### src/rtl/pwm_duty_meter.sv
// pwm_duty_meter: measures high time and period of a sampled PWM input and reduces the duty cycle to a 3-bit code
module pwm_duty_meter #(
    parameter int CNT_W       = 16,
    parameter int SYNC_STAGES = 2
) (
    input  logic             clk,
    input  logic             rst_n,
    input  logic             enable,
    input  logic             pwm_in,
    output logic [CNT_W-1:0] high_width,
    output logic [CNT_W-1:0] period,
    output logic [2:0]       duty_code,
    output logic             meas_valid,
    output logic             stuck,
    output logic             overrun
);
    localparam logic [CNT_W-1:0] MAX  = '1;
    localparam logic [CNT_W-1:0] NEAR = {{(CNT_W-1){1'b1}}, 1'b0};
    localparam logic [CNT_W-1:0] ONE  = CNT_W'(1);
    typedef enum logic [1:0] {IDLE, DIV, DONE} state_t;
    state_t                 state_q, state_d;
    logic [SYNC_STAGES-1:0] sync_q;
    logic                   s, s_prev_q, rise;
    logic [CNT_W-1:0]       pcnt_q, pcnt_d, hcnt_q, hcnt_d, h_q, p_q;
    logic [CNT_W-1:0]       hw_q, per_q;
    logic [CNT_W:0]         rem_q, rem_d, rem_sh;
    logic [2:0]             q_q, q_d, code_q;
    logic [1:0]             step_q;
    logic                   armed_q, tmo_q, overrun_q, stuck_q;
    logic                   capture, drop, tmo_fire, div_last, ge;

    always_comb begin
        s        = sync_q[SYNC_STAGES-1];
        rise     = s & ~s_prev_q;
        capture  = enable & rise & armed_q & (state_q == IDLE);
        drop     = enable & rise & armed_q & (state_q != IDLE);
        // Fires on the step into saturation, so it happens once per silent stretch
        tmo_fire = enable & ~rise & (pcnt_q == NEAR);
        pcnt_d   = !enable ? '0 : rise ? ONE : (pcnt_q == MAX) ? pcnt_q : pcnt_q + ONE;
        hcnt_d   = !enable ? '0 : rise ? ONE : (s && hcnt_q != MAX) ? hcnt_q + ONE : hcnt_q;
        rem_sh   = {rem_q[CNT_W-1:0], 1'b0};
        ge       = rem_sh >= {1'b0, p_q};
        rem_d    = ge ? rem_sh - {1'b0, p_q} : rem_sh;
        q_d      = {q_q[1:0], ge};
        div_last = (state_q == DIV) && (step_q == 2'd2);
    end

    always_ff @(posedge clk or negedge rst_n) begin
        if (!rst_n) begin
            state_q <= IDLE;
        end else begin
            state_q <= state_d;
        end
    end

    always_comb begin
        state_d = !enable              ? IDLE :
                  capture              ? DIV  :
                  div_last             ? DONE :
                  (state_q == DONE)    ? IDLE : state_q;
    end

    always_comb begin
        meas_valid = enable & ((state_q == DONE) | tmo_q);
        overrun    = enable & overrun_q;
    end

    always_ff @(posedge clk or negedge rst_n) begin
        if (!rst_n) begin
            sync_q    <= '0;
            s_prev_q  <= 1'b0;
            pcnt_q    <= '0;
            hcnt_q    <= '0;
            armed_q   <= 1'b0;
            overrun_q <= 1'b0;
            tmo_q     <= 1'b0;
            h_q       <= '0;
            p_q       <= '0;
            rem_q     <= '0;
            q_q       <= '0;
            step_q    <= '0;
            hw_q      <= '0;
            per_q     <= '0;
            code_q    <= '0;
            stuck_q   <= 1'b0;
        end else begin
            sync_q    <= {sync_q[SYNC_STAGES-2:0], pwm_in};
            s_prev_q  <= s;
            pcnt_q    <= pcnt_d;
            hcnt_q    <= hcnt_d;
            armed_q   <= enable & ~tmo_fire & (armed_q | rise);
            overrun_q <= drop;
            tmo_q     <= tmo_fire;
            if (capture) begin
                h_q    <= hcnt_q;
                p_q    <= pcnt_q;
                rem_q  <= {1'b0, hcnt_q};
                q_q    <= '0;
                step_q <= '0;
            end else if (state_q == DIV) begin
                rem_q  <= rem_d;
                q_q    <= q_d;
                step_q <= step_q + 2'd1;
            end
            // Results land as DONE begins so they are stable while meas_valid is high
            if (enable && div_last) begin
                hw_q    <= h_q;
                per_q   <= p_q;
                code_q  <= q_d;
                stuck_q <= 1'b0;
            end else if (tmo_fire) begin
                hw_q    <= s ? MAX : '0;
                per_q   <= MAX;
                code_q  <= s ? 3'd7 : 3'd0;
                stuck_q <= 1'b1;
            end
        end
    end

    assign high_width = hw_q;
    assign period     = per_q;
    assign duty_code  = code_q;
    assign stuck      = stuck_q;
endmodule
### config.mk
export PLATFORM = sky130hd
export DESIGN_NAME = pwm_duty_meter
export DESIGN_NICKNAME = d
export VERILOG_FILES = /design/src/rtl/pwm_duty_meter.sv
export SDC_FILE = /design/constraint.sdc
export NUM_CORES = 1
export LEC_CHECK = 0
export ABC_AREA = 1
export CORE_MARGIN = 1.5
export CORE_UTILIZATION = 50
export CTS_CLUSTER_SIZE = 40
export DETAILED_ROUTE_END_ITERATION = 12
export HOLD_SLACK_MARGIN = 0.05
export PLACE_DENSITY = 0.69
export REMOVE_ABC_BUFFERS = 1
export SLEW_MARGIN = 20
export SYNTH_ARGS = -nofsm -noshare
export SYNTH_HDL_FRONTEND = slang
export SYNTH_SLANG_ARGS = --single-unit
export TNS_END_PERCENT = 30
### constraint.sdc
create_clock -name clk -period 3.32 [get_ports clk]
set_input_delay 0.83 -clock clk [delete_from_list [all_inputs] [get_ports clk]]
set_output_delay 0.83 -clock clk [all_outputs]
set_load 0.005 [all_outputs]
* Word-level counts from Yosys, hierarchy flattened
Index checks and enable logic that the tools add are counted.
** Word-level totals
- Input bits :: 4
- Output and inout bits :: 38
- Register bits :: 128
** Operators by class
- Bitwise logic cells :: 16
- Mux-type cells :: 27
- $add $sub $neg :: 4
- Equal/unequal tests :: 9
- Reduce and logical (&&, ||, !) cells :: 7
- Magnitude comparators :: 1
** Operators with widths (count)
- 16-bit 2-to-1 mux :: 14
- 16-bit by 1-bit adder with 16-bit output, second input constant :: 2
- 16-bit equality test, second input constant :: 2
- 17-bit by 16-bit greater-or-equal comparator with 1-bit output :: 1
- 2-bit 2-to-1 mux :: 8
- 16-bit inequality test, second input constant :: 1
- 16-bit subtractor :: 1
- 1-bit bitwise AND :: 11
- 3-bit 2-to-1 mux :: 3
- 2-bit nonzero test :: 3
- 2-bit equality test, second input constant :: 2
- 4-bit by 1-bit inequality test with 1-bit output, second input constant :: 1
- 1-bit logical AND :: 3
- 3-bit by 1-bit inequality test with 1-bit output, second input constant :: 1
- 3-bit inequality test, second input constant :: 1
- 1-bit inverter :: 3
- 2-bit by 1-bit adder with 2-bit output, second input constant :: 1
- 2-bit by 1-bit equality test with 1-bit output, second input constant :: 1
- 2-bit zero test :: 1
- 1-bit 2-to-1 mux :: 2
- 1-bit bitwise OR :: 2

* Depth between registers and ports, before layout
- Depth in word-level cells :: 8
- Gate-level depth with buffers :: 15
- Gate-level depth less buffers :: 14

* Least setup slack after synthesis
OpenSTA, ideal clock, no wires.
- Path type :: in2out
- From :: input port enable
- To :: output port meas_valid
- Data arrival time :: 1227 ps
- Setup slack :: 1263 ps
- Path buffers :: 1
- Stages on the path :: 3
- Required time :: 2490 ps
- Cells stage by stage :: inv_2 > clkbuf_1 > nor2_1
** On the way
- Word-level cells in the longest chain between the ends :: 1
** RTL lines
- start: declaration :: RTL line 8 : input logic enable,
- 1-bit bitwise AND :: RTL line 64 : meas_valid = enable & ((state_q == DONE) | tmo_q);
- end: declaration :: RTL line 13 : output logic meas_valid,
Every way passes these cells.

* Final worst setup path
Same ends and word-level chain as after synthesis.

==> results_tabular.tex <==
\begin{tabular}{lr}
\hline
Metric & Value \\
\hline
\multicolumn{2}{l}{\textbf{Timing}} \\
Slew at the pin with the worst max-slew slack & 753 ps \\
RSZ-0062 raised after global routing & false \\
Post-layout min period & about 2900 ps \\
Final slew viol count & 0 \\
Relative slew margins & 49.8\% \\
Post-Route Setup TNS & 0 ps \\
Count of endpoints failing setup in the final report & 0 \\
Hold Vio Cnt, Final & 0 \\
Hold Slack & 346 ps \\
Highest clock frequency the design can meet & 342 MHz \\
Final Cycle Share & 88.1\% \\
Worst Clk Skew & 9.58 ps \\
\multicolumn{2}{l}{\textbf{Die}} \\
Horizontal die dimension & 121 um \\
Initial Util & 50.8\% \\
Number of primary I/O pins & 42 \\
Core Region & 13,800 sq um \\
Floorplan die height & 121 um \\
Overall die area & between 10,000 and 15,000 sq um \\
Row count & 43 \\
\multicolumn{2}{l}{\textbf{Final layout}} \\
Number of nets in the layout & about 1,000 \\
Fill cell instance count of the final layout & 1,285 \\
Post-Layout Inst Area & 8160 sq um \\
Synth-to-Final Area Change & 16.7\% \\
Share of final-layout standard cells stronger than drive strength 1 & between 6 and 7\% \\
Diodes inserted & 0 \\
\multicolumn{2}{l}{\textbf{Synth}} \\
Cell taking the most area after synthesis & sky130\_fd\_sc\_hd\_\_dfrtp\_1 \\
Post-synthesis instance area & 6990 sq um \\
Number of library cell types mapped by synthesis & 43 \\
Most area-consuming cells after synthesis & sky130\_fd\_sc\_hd\_\_dfrtp\_1 (46\%), sky130\_fd\_sc\_hd\_\_nand2\_1 (14\%), sky130\_fd\_sc\_hd\_\_nand3\_1 (7.7\%) \\
Syn Inst Count & 933 \\
Number of enable flip-flop cells after synthesis & 0 \\
Flop and latch count out of synthesis & about 130 \\
Post-synthesis async set-or-reset flop share & 100\% \\
Top flip-flop cell by instance count after synthesis & sky130\_fd\_sc\_hd\_\_dfrtp\_1 \\
Portion of the post-synthesis area used by sequential elements & 45.8\% \\
Yosys warning count & 0 \\
Area share of the leading cell type in the synthesized netlist & about 46\% \\
Avg Cell Area, Syn & 7.49 sq um \\
\multicolumn{2}{l}{\textbf{Setup path}} \\
FF-to-FF Start & rem\_q[6] \\
List of cells traversed by the critical path & clkdlybuf4s50\_1, inv\_2, nor2\_1, clkdlybuf4s50\_1 \\
Family with the most delay on the worst path & buffers and inverters \\
Worst path slowest cell & sky130\_fd\_sc\_hd\_\_clkdlybuf4s50\_1 \\
Peak fanout along the critical path & 11 \\
Worst path most repeated cell & sky130\_fd\_sc\_hd\_\_clkdlybuf4s50\_1 \\
CP max stage delay & 520 ps \\
Nature of the critical path startpoint & primary input \\
Buffering stage count on the worst path with inverters included & 3 \\
WP data required & 2490 ps \\
Crit path from & enable \\
Type of destination of the critical path & output pin \\
Worst EP arrival & 2090 ps \\
Critical path start-end classification & primary input to output pin \\
\multicolumn{2}{l}{\textbf{Clock tree}} \\
Number of buffers added for setup after CTS & 0 \\
Number of gates resized after cts & 0 \\
Clk Latency, worst-skew pair & 430 ps \\
Max clock buf depth & 2 \\
TritonCTS clock tree & done \\
Total CTS buffers & 17 \\
H-tree levels & 4 \\
Hold bufs inserted after CTS & 0 \\
Total clock sinks & 128 \\
Clock slew at reported path FFs & 50 ps \\
Cell at the root of the clock tree & sky130\_fd\_sc\_hd\_\_clkbuf\_16 \\
\multicolumn{2}{l}{\textbf{Route}} \\
Number of vias after detailed routing & 6,134 \\
Via count normalized by instance count & $\sim$5.3 \\
DRC violation count after routing & 0 \\
Antenna-violating nets left & 0 \\
Routed wire length per instance & roughly 15 um \\
Drt total wl & approximately 17,000 um \\
DRT iter0 DRCs & 530 \\
1st-pass router iterations & 5 \\
\multicolumn{2}{l}{\textbf{GRT}} \\
Antenna violations before repair & 0 \\
GRT Overall Usage & about 26\% \\
Via count of the first global-routing pass & 5,822 \\
Sum of overflow across all layers after global routing & 0 \\
First-pass GRT wire length & 29,300 um \\
Maximum number of pins on one net before global-route repair & 85 \\
\multicolumn{2}{l}{\textbf{Power and ir drop}} \\
Share of total power in sequential cells & roughly 33\% \\
Static leakage & approximately 4.1 nW \\
Internal Dissipation & a little under 4 mW \\
Power density over the cells & roughly 740 nW/um\^{}2 \\
Switching power of the nets & about 2.2 mW \\
Highest ir drop seen on vdd & 0.412 mV \\
Proportion of power drawn by the clock network & 30.6\% \\
Combinational share of power & 36.8\% \\
Net switching fraction of the power & 36.4\% \\
\multicolumn{2}{l}{\textbf{Placed design}} \\
Placed Area & approximately 7600 sq um \\
Port Buffer Count & 41 \\
Gp weighted congestion & 0.938 \\
DP HPWL & 12,600 um \\
\multicolumn{2}{l}{\textbf{Status}} \\
Outcome & complete, no violations \\
\multicolumn{2}{l}{\textbf{Hold path}} \\
Worst min-delay path category & register to register \\
Min-delay src & sync\_q[0] \\
\multicolumn{2}{l}{\textbf{Job}} \\
\# Max-Cap Violations & 0 \\
\hline
\end{tabular}
[placed cells by master (no fill, tap or decap), types with 5 or more instances in the layout]
cell type,instances
sky130_fd_sc_hd__inv_1,131
sky130_fd_sc_hd__clkdlybuf4s50_1,40
sky130_fd_sc_hd__buf_4,13
sky130_fd_sc_hd__nand2_2,5
sky130_fd_sc_hd__nand2_1,263
sky130_fd_sc_hd__nor3_1,15
sky130_fd_sc_hd__nor2_1,72
sky130_fd_sc_hd__ha_1,20
sky130_fd_sc_hd__a21oi_1,32
sky130_fd_sc_hd__o21ai_1,14
sky130_fd_sc_hd__clkbuf_16,17
sky130_fd_sc_hd__dfrtp_1,128
sky130_fd_sc_hd__o21ai_0,49
sky130_fd_sc_hd__nand3_1,108
sky130_fd_sc_hd__xor2_1,8
sky130_fd_sc_hd__inv_2,5
sky130_fd_sc_hd__nand4_1,16
[path summary, 6_finish.rpt]
path                                 endpoint  slack [ps]  cells after the start
max in group asynchronous              p_q[4]        2070                      2
min in group asynchronous       high_width[7]         450                      1
worst min register to register      sync_q[1]         350                      0
worst min-delay path                sync_q[1]         350                      0
worst max register to register      rem_q[13]         720                     13
worst max-delay path               meas_valid         400                      4
[kinds of logic after synthesis]
group | count (synthesis) | share of synthesized area, %
AO/OA/AOI/OAI | 109 | 8.38
XOR/XNOR | 12 | 1.50
adder cells (fa/ha/maj) | 21 | 3.87
buffers and inverters | 168 | 9.79
flip-flops | 128 | 45.8
AND/OR/NAND/NOR | 495 | 30.6
[sequential cells by signal (all words and copies together) (netlist names)]
register and cells:
armed_q 1, rem_q 16, duty_code 3, h_q 16, pcnt_q 16, period 16
high_width 16, s_prev_q 1, step_q 2, sync_q 2, tmo_q 1, p_q 16
hcnt_q 16, stuck 1, state_q 2, overrun_q 1, q_q 2
[final cells by class]
class,count,area (sq um),share of cell area (%)
timing repair buffer,54,509,6.24
clock buffer,22,484,5.94
multi-input combinational,637,3100,38.0
inverter,139,527,6.46
sequential,128,3200,39.3
clock inverter,8,105,1.29
tap,180,225,2.76
[Yosys cell counts (2+ instances only)]
library cell / instances
sky130_fd_sc_hd__a21oi_1: 32
sky130_fd_sc_hd__and2_1: 2
sky130_fd_sc_hd__buf_2: 12
sky130_fd_sc_hd__buf_4: 3
sky130_fd_sc_hd__buf_6: 3
sky130_fd_sc_hd__clkbuf_1: 10
sky130_fd_sc_hd__clkinv_1: 2
sky130_fd_sc_hd__dfrtp_1: 128
sky130_fd_sc_hd__ha_1: 20
sky130_fd_sc_hd__inv_1: 131
sky130_fd_sc_hd__inv_2: 5
sky130_fd_sc_hd__nand2_1: 263
sky130_fd_sc_hd__nand2_2: 5
sky130_fd_sc_hd__nand3_1: 108
sky130_fd_sc_hd__nand4_1: 16
sky130_fd_sc_hd__nor2_1: 72
sky130_fd_sc_hd__nor2_2: 2
sky130_fd_sc_hd__nor3_1: 15
sky130_fd_sc_hd__o211ai_1: 2
sky130_fd_sc_hd__o21ai_0: 49
sky130_fd_sc_hd__o21ai_1: 14
sky130_fd_sc_hd__o22ai_1: 2
sky130_fd_sc_hd__o31ai_1: 4
sky130_fd_sc_hd__or2_2: 4
sky130_fd_sc_hd__xnor2_1: 4
sky130_fd_sc_hd__xor2_1: 8
[metrics by stage]
stage	util, %	setup slack (ps)	std cells	total power [mW]
3_3_place_gp	54.9	378	1138	4.16
3_5_place_dp	54.9	384	1138	4.19
4_1_cts	59.2	372	1168	6.05
6_report	59.2	396	1168	6.04
5_1_grt	59.2	322	1168	6.49
2_1_floorplan	-	925	904	3.51
[power by group through the flow]
stage          sequential [mW]  clock, mW  combinational [mW]
2_1_floorplan             1.93          0                1.57
3_3_place_gp              1.99          0                2.18
3_5_place_dp              1.99          0                2.21
4_1_cts                   1.96       1.86                2.22
5_1_grt                   1.99       1.94                2.56
6_report                  1.97       1.85                2.22
[routing by layer]
| layer | global-route usage, % | vias to the layer above | part of all wire (%) | wire length (um) |
|---|---|---|---|---|
| met4 | 7.21 | 0 | 1.7 | 292 |
| met1 | 36.8 | 2885 | 48 | 8330 |
| li1 | - | 3064 | - | - |
| met2 | 40.0 | 163 | 46 | 8040 |
| met3 | 5.17 | 22 | 4.6 | 795 |
| met5 | 0 | - | 0 | 0 |
(Power assumes the default switching activity.)
